`src/rtl/crc_pkg.sv`:
```
// Shared definitions for the CRC engine: FSM state encoding, algorithm presets
// and a width-generic bit-reversal helper.
package crc_pkg;

    typedef enum logic [1:0] {
        ST_IDLE  = 2'd0,
        ST_SHIFT = 2'd1,
        ST_DONE  = 2'd2
    } crc_state_t;

    typedef struct packed {
        logic [31:0] poly;
        logic [31:0] init;
        logic        refin;
        logic        refout;
        logic [31:0] xorout;
    } crc_preset_t;

    localparam crc_preset_t CRC8_MAXIM = '{
        poly: 32'h0000_0031, init: 32'h0, refin: 1'b1, refout: 1'b1, xorout: 32'h0
    };

    localparam crc_preset_t CRC16_ARC = '{
        poly: 32'h0000_8005, init: 32'h0, refin: 1'b1, refout: 1'b1, xorout: 32'h0
    };

    // Reverse the low w bits of v; bits above w come back as zero.
    function automatic logic [31:0] reflect(input logic [31:0] v, input int unsigned w);
        logic [31:0] r;
        r = {<<{v}};
        return r >> (32 - w);
    endfunction

endpackage

```
`src/rtl/crc_step.sv`:
```
// Combinational CRC advance: applies BPC serial bit steps in one cycle.
// i_bits[BPC-1] is the first bit fed into the register.
module crc_step #(
    parameter int               CRC_W = 8,
    parameter logic [CRC_W-1:0] POLY  = 'h31,
    parameter int               BPC   = 1
) (
    input  logic [CRC_W-1:0] i_crc,
    input  logic [BPC-1:0]   i_bits,
    output logic [CRC_W-1:0] o_crc
);

    logic [CRC_W-1:0] w_v;

    always_comb begin
        w_v = i_crc;
        for (int k = BPC - 1; k >= 0; k--) begin
            if (w_v[CRC_W-1] ^ i_bits[k]) begin
                w_v = (w_v << 1) ^ POLY;
            end else begin
                w_v = w_v << 1;
            end
        end
        o_crc = w_v;
    end

endmodule

```
`src/rtl/crc_lfsr_engine.sv`:
```
// Parametrised multi-cycle CRC engine for word streams: one word per N+1 cycles,
// transformed result and residue check published on a one-cycle pulse.
module crc_lfsr_engine
    import crc_pkg::*;
#(
    parameter int               CRC_W     = 8,
    parameter logic [CRC_W-1:0] POLY      = CRC_W'(CRC8_MAXIM.poly),
    parameter logic [CRC_W-1:0] INIT      = '0,
    parameter bit               REFIN     = 1'b1,
    parameter bit               REFOUT    = 1'b1,
    parameter logic [CRC_W-1:0] XOROUT    = '0,
    parameter logic [CRC_W-1:0] CHECK_RES = '0,
    parameter int               DATA_W    = 8,
    parameter int               BPC       = 1
) (
    input  logic              clk,
    input  logic              rst,
    input  logic              clr,
    input  logic              in_valid,
    output logic              in_ready,
    input  logic [DATA_W-1:0] in_data,
    input  logic              in_last,
    output logic [CRC_W-1:0]  crc_out,
    output logic              crc_valid,
    output logic              crc_ok,
    output logic              busy
);

    localparam int N     = DATA_W / BPC;
    localparam int CNT_W = (N > 1) ? $clog2(N) : 1;

    generate
        if (BPC < 1 || (DATA_W % BPC) != 0) begin : g_bad_bpc
            $error("crc_lfsr_engine: DATA_W must be a multiple of BPC");
        end
        if (CRC_W < 2 || CRC_W > 32) begin : g_bad_width
            $error("crc_lfsr_engine: CRC_W must be within 2..32");
        end
    endgenerate

    crc_state_t        r_state;
    logic [CRC_W-1:0]  r_lfsr;
    logic [DATA_W-1:0] r_shift;
    logic              r_last;
    logic [CNT_W-1:0]  r_cnt;
    logic [CRC_W-1:0]  r_crc_out;
    logic              r_crc_ok;
    logic              r_crc_valid;

    logic [BPC-1:0]    w_chunk;
    logic [DATA_W-1:0] w_shift_next;
    logic [CRC_W-1:0]  w_lfsr_next;
    logic [CRC_W-1:0]  w_trans;

    // The step block always consumes its MSB first, so LSB-first words are
    // presented with the low chunk bit-reversed.
    generate
        if (REFIN) begin : g_lsb_first
            assign w_chunk      = BPC'(reflect(32'(r_shift[BPC-1:0]), BPC));
            assign w_shift_next = r_shift >> BPC;
        end else begin : g_msb_first
            assign w_chunk      = r_shift[DATA_W-1 -: BPC];
            assign w_shift_next = r_shift << BPC;
        end

        if (REFOUT) begin : g_refout
            assign w_trans = CRC_W'(reflect(32'(r_lfsr), CRC_W)) ^ XOROUT;
        end else begin : g_norefout
            assign w_trans = r_lfsr ^ XOROUT;
        end
    endgenerate

    crc_step #(
        .CRC_W (CRC_W),
        .POLY  (POLY),
        .BPC   (BPC)
    ) u_step (
        .i_crc  (r_lfsr),
        .i_bits (w_chunk),
        .o_crc  (w_lfsr_next)
    );

    always_ff @(posedge clk or posedge rst) begin
        if (rst) begin
            r_state     <= ST_IDLE;
            r_lfsr      <= INIT;
            r_shift     <= '0;
            r_last      <= 1'b0;
            r_cnt       <= '0;
            r_crc_out   <= '0;
            r_crc_ok    <= 1'b0;
            r_crc_valid <= 1'b0;
        end else begin
            r_crc_valid <= 1'b0;
            if (clr) begin
                // Abort: discard the partial frame, keep the last published result.
                r_state <= ST_IDLE;
                r_lfsr  <= INIT;
                r_cnt   <= '0;
            end else begin
                case (r_state)
                    ST_IDLE: begin
                        if (in_valid) begin
                            r_shift <= in_data;
                            r_last  <= in_last;
                            r_cnt   <= '0;
                            r_state <= ST_SHIFT;
                        end
                    end
                    ST_SHIFT: begin
                        r_lfsr  <= w_lfsr_next;
                        r_shift <= w_shift_next;
                        r_cnt   <= r_cnt + 1'b1;
                        if (r_cnt == CNT_W'(N - 1)) begin
                            r_state <= r_last ? ST_DONE : ST_IDLE;
                        end
                    end
                    ST_DONE: begin
                        r_crc_out   <= w_trans;
                        r_crc_ok    <= (w_trans == CHECK_RES);
                        r_crc_valid <= 1'b1;
                        r_lfsr      <= INIT;
                        r_state     <= ST_IDLE;
                    end
                    default: begin
                        r_state <= ST_IDLE;
                    end
                endcase
            end
        end
    end

    assign in_ready  = (r_state == ST_IDLE) && !clr;
    assign busy      = (r_state != ST_IDLE);
    assign crc_out   = r_crc_out;
    assign crc_ok    = r_crc_ok;
    assign crc_valid = r_crc_valid;

endmodule

```
`config.mk`:
```
export PLATFORM = sky130hd
export DESIGN_NAME = crc_lfsr_engine
export DESIGN_NICKNAME = d
export VERILOG_FILES = /design/src/rtl/crc_pkg.sv /design/src/rtl/crc_step.sv /design/src/rtl/crc_lfsr_engine.sv
export SDC_FILE = /design/constraint.sdc
export NUM_CORES = 1
export LEC_CHECK = 0
export CAP_MARGIN = 20
export CORE_MARGIN = 2
export CORE_UTILIZATION = 35
export CTS_CLUSTER_SIZE = 25
export DETAILED_ROUTE_END_ITERATION = 8
export GPL_TIMING_DRIVEN = 0
export SKIP_LAST_GASP = 1
export SYNTH_ARGS = -nofsm -noshare
export SYNTH_HDL_FRONTEND = slang
export SYNTH_SLANG_ARGS = --single-unit
export TNS_END_PERCENT = 1
```
`constraint.sdc`:
```
create_clock -name clk -period 1.8 [get_ports clk]
set_input_delay 0.36 -clock clk [delete_from_list [all_inputs] [get_ports clk]]
set_output_delay 0.36 -clock clk [all_outputs]
set_load 0.02 [all_outputs]
```
* Yosys cells after proc, flatten, opt, wreduce, memory -nomap -nowiden
Index checks and enable logic that the tools add are counted.
** Operators by class
- $add $sub $neg :: 1
- Equal/unequal tests :: 6
- Reduce and logical (&&, ||, !) cells :: 13
- Muxes and demuxes :: 15
- Bitwise logic cells :: 3
** Operators with widths (count)
- 8-bit case mux with 2 select lines :: 2
- 8-bit two-way mux :: 2
- 8-bit zero test :: 1
- 2-bit two-way mux :: 4
- 3-bit two-way mux :: 2
- 6-bit two-way mux :: 1
- 3-bit != test, second input constant :: 2
- 3-bit case mux with 2 select lines :: 1
- 2-bit AND reduction :: 3
- 3-bit AND reduction :: 2
- 3-bit nonzero test :: 2
- 2-bit case mux with 2 select lines :: 1
- 2-bit nonzero test :: 2
- 3-bit by 1-bit adder with 3-bit output, second input constant :: 1
- 3-bit equality test, second input constant :: 1
- 3-bit NOT :: 1
- 2-bit by 1-bit equality test with 1-bit output, second input constant :: 1
- 2-bit equality test, second input constant :: 1
- 2-bit zero test :: 1
- 1-bit two-way mux :: 2
- 2-bit != test, second input constant :: 1
- 1-bit logical AND :: 1
- 1-bit zero test :: 1
- 1-bit NOT :: 1
- 1-bit bitwise XOR :: 1
** Word-level totals
- Word-level logic and storage cells :: 46
- Input bits :: 13
- Register bits after elaboration :: 32

* Longest topological paths before layout
- Depth in word-level cells :: 4
- Gate-level depth with buffers :: 6
- Gate-level depth less buffers :: 5

* Hierarchy
A second synthesis with hierarchy kept.
** Unflattened totals
- Cell total of the unflattened synthesis :: 118
- Area total of the unflattened synthesis :: 1575.3 µm²
** Modules (own cells, without submodules)
- crc_lfsr_engine :: times used 1, area each 1481.4 µm², cells an instance 110
- crc_step :: times used 1, area each 93.8 µm², cells an instance 8

* Worst setup path before layout
OpenSTA, ideal clock, no wires.
- Path kind :: register to register
- Start :: reg r_state[1]
- End :: reg r_last
- Cell stages (with the launch flop) :: 5
- Library setup time :: 0.125 ns
- Slack :: 0.212 ns
- Period minus slack after synthesis :: 1.588 ns
- Arrival time :: 1.463 ns
- Path through :: dfrtp_1 > buf_4 > nor3_1 > nand2_1 > mux2_2
** Between the ends
- Cells in the longest elaborated chain, start to end :: 2
** RTL lines
- start, declared :: RTL line crc_lfsr_engine.sv:41 : crc_state_t r_state;
- start signal, assigned :: RTL line crc_lfsr_engine.sv:115 : r_state <= r_last ? ST_DONE : ST_IDLE;
- 2-bit zero test :: RTL line crc_lfsr_engine.sv:101 : case (r_state)
- 3-bit AND reduction (no line)
- end signal, assigned :: RTL line crc_lfsr_engine.sv:105 : r_last <= in_last;
- end, declared :: RTL line crc_lfsr_engine.sv:44 : logic r_last;
No other way between the ends.
A chain may end at the register's enable or synchronous reset.

* Worst setup path in the final report
- Start :: reg r_state[1]
- End :: out busy
** Between the ends
- Cells in the longest elaborated chain, start to end :: 1
** RTL lines
- 2-bit nonzero test :: RTL line crc_lfsr_engine.sv:134 : assign busy = (r_state != ST_IDLE);
- end, declared :: RTL line crc_lfsr_engine.sv:26 : output logic busy
No other way between the ends.

==> results.yml <==
outcome:
  outcome: "finished clean"
cts:
  cts.sinks: 32
  ctsRootBufferMaster: "clkbuf_8"
  cts_tree: "done"
  path_clk_slew_ps: 70
  cts_hold_buf: 0
  cts_max_level: 2
  insertion_delay_ps: 280
  post_cts_buffers: 0
  clockBufferDepth: 2
  cts_buffers: 5
power_and_ir_drop:
  switchingPower_w: 0.000406
  switching_share: 0.221
  leakagePower_nw: 0.883
  p_comb_frac: 0.146
  p_clk_frac: 0.404
  internal_power_w: 0.00143
  seqPwrFrac: 0.451
  power_density_mw_per_mm2: 941
  ir_worst_vdd_mv: 0.564
synthesis:
  seq_area_frac_synth: 0.536
  async_reset_ff_frac: 1.00
  avgSynthCellArea_sq_um: 13.0
  yosysWarnings: 0
  synth.distinct_cells: 28
  synth_edf_count: 0
  synthCells: 115
  synth_area_sq_mm: 0.00149
  syn_nets: 130
  synth_top_cells_by_count: "dfrtp_1, mux2_2, nor2_1"
  synthTopCellsByArea: "dfrtp_1, mux2_2, mux2_4"
  synth_top_area_share: 0.536
  synth_ff_type: "dfrtp_1"
  ys_seq_elements: 32
  yosysTopAreaCell: "dfrtp_1"
  synth_most_common_cell: "dfrtp_1"
finish:
  syn_to_final_growth_pct: 30.5
  nets: 162
  fin_cells: 198
  drive_gt1_frac: 0.297
  antennaDiodeCount: 0
route:
  wl_per_cell_microns: 13.4
  viasPerCell: 5.02
  drt-initial-drc-count: 111
  drtPass1Iterations: 4
  routed_wl_mm: 2.65
  drc: 0
  via_count: 994
  antenna_left: 0
die:
  dieArea_sq_mm: 0.00481
  ios: 25
  core_sq_mm: 0.00406
  rows: 23
  start_util: 0.368
  dieHeight_microns: 69.3
  dieWidth_microns: 69.3
sta:
  rsz0062_at_grt: "yes"
  finalSetupViolCount: 0
  worst-slew-pin-transition_ps: 624
  skew_ps: 7.52
  finalCritPeriodShare: 0.981
  min_period_ps: 1770
  hold_viol_final: 0
  fmax_mhz: 566
  slew_violations: 0
  relSlewSlack: 0.583
  whs_ps: 454
  fin_ws_ps: 34.7
global_route:
  grt_max_degree: 20
  overflow: 0
  grt_pass1_wl_mm: 4.57
  antenna_found_initial: 0
  grt_pass1_vias: 1027
  grt_usage: 0.120
setup_path:
  critPathCaptureType: "output port"
  crit_arrival_ps: 1410
  critical_path_class: "register to output port"
  critPathLaunchType: "register"
  cpLargestDelayFamily: "buffers and inverters"
  crit_buf_inv: 2
  ff2ff_setup_slack_ps: 250
  path_cells: "buf_4 -> or2_2 -> dlygate4sd2_1"
  crit_slowest_cell: "dfrtp_1"
  cp_slowest_stage_delay_ps: 360
  worstPathRequired_ps: 1440
  critPathMaxFanout: 8
flow_run:
  cap_violations: 0
place:
  dp_hpwl_mm: 1.94
  gp_congestion: 0.724
  placedCellCount: 190
  place_ws_ps: -461
  portBuffers: 24
min_path:
  hold_class: "input port to async pin"
placed cells by master, fill, tap and decap left out, types with 2 or more instances in the layout:
| cell type | Yosys | routed |
|---|---|---|
| nand3_1 | 4 | 4 |
| mux2i_1 | 2 | 2 |
| buf_4 | 2 | 2 |
| inv_1 | 3 | 3 |
| nor4_1 | 2 | 2 |
| o211ai_1 | 2 | 2 |
| clkdlybuf4s50_1 | 0 | 22 |
| mux2_4 | 8 | 8 |
| mux2_2 | 15 | 15 |
| buf_2 | 2 | 2 |
| dfrtp_1 | 32 | 32 |
| buf_6 | 2 | 2 |
| ha_1 | 2 | 2 |
| clkbuf_8 | 0 | 7 |
| nand3b_1 | 4 | 4 |
| nor2_1 | 13 | 13 |
| a22oi_1 | 8 | 8 |
area by class of cell:
type | instances | area, sq um
Fill cell | 338 | 2110
Sequential cell | 32 | 801
Multi-Input combinational cell | 73 | 636
Timing Repair Buffer | 25 | 262
Clock buffer | 7 | 96.3
Tap cell | 50 | 62.6
Buffer | 7 | 51.3
Clock inverter | 1 | 30.0
Inverter | 3 | 11.3
sequential cells by signal, indices dropped and copies added (netlist names):
signal,flops
crc_out,8
crc_valid,1
crc_ok,1
r_lfsr,8
r_cnt,3
r_state,2
r_last,1
r_shift,8
logic make-up after synthesis:
| logic type | share of synthesized area |
|---|---|
| AND/OR/NAND/NOR | 0.121 |
| adder cells (fa/ha/maj) | 0.0167 |
| XOR/XNOR | 0.0117 |
| buffers and inverters | 0.0419 |
| flip-flops | 0.536 |
| AO/OA/AOI/OAI | 0.0586 |
| multiplexers | 0.214 |
worst reg2reg max path, cell delays in order (launching register included):
cell and delay, ps:
dfrtp_1 360, buf_4 170, nor2b_4 170, buf_6 180, mux2_4 310, mux2_4 260
final timing paths:
path | from | endpoint | cells after the start
max | r_state[1] | busy | 3
min | rst | r_shift[1] | 2
max reg2reg | r_state[1] | r_shift[1] | 5
min reg2reg | crc_out[5] | crc_out[5] | 1
max in group asynchronous | rst | crc_out[6] | 3
min in group clk | crc_out[5] | crc_out[5] | 1
through the flow:
stage | util | area (sq um) | TNS [ps] | power [W]
3_5_place_dp | 0.450 | 1820 | -1730 | 0.00111
2_1_floorplan | - | 1490 | 0 | 0.00102
6_report | 0.480 | 1950 | 0 | 0.00183
5_1_grt | 0.480 | 1950 | -8.52 | 0.00192
4_1_cts | 0.480 | 1950 | -178 | 0.00186
3_3_place_gp | 0.443 | 1800 | -1510 | 0.00109
power by group through the flow:
stage                     clock [W]  combinational [W]  sequential [W]
after floorplan                   0           0.000183        0.000833
after global placement            0           0.000257        0.000834
after detailed placement          0           0.000273        0.000841
after CTS                  0.000761           0.000272        0.000826
after global routing       0.000794           0.000293        0.000834
final                      0.000741           0.000267        0.000827
timing repair:
item | CTS | global route
setup endpoints to repair | 2 | 2
resized for setup | 2 | 4
cloned | 0 | 0
endpoints found under the hold margin | 0 | 0
layer usage:
layer	global-route usage	wire (microns)	up-vias
met5	0	0	-
met2	0.210	1360	23
met3	0.0392	124	2
li1	-	-	469
met1	0.136	1150	500
met4	0.0458	9	0
Note: power is estimated with default switching activity, not from simulation.
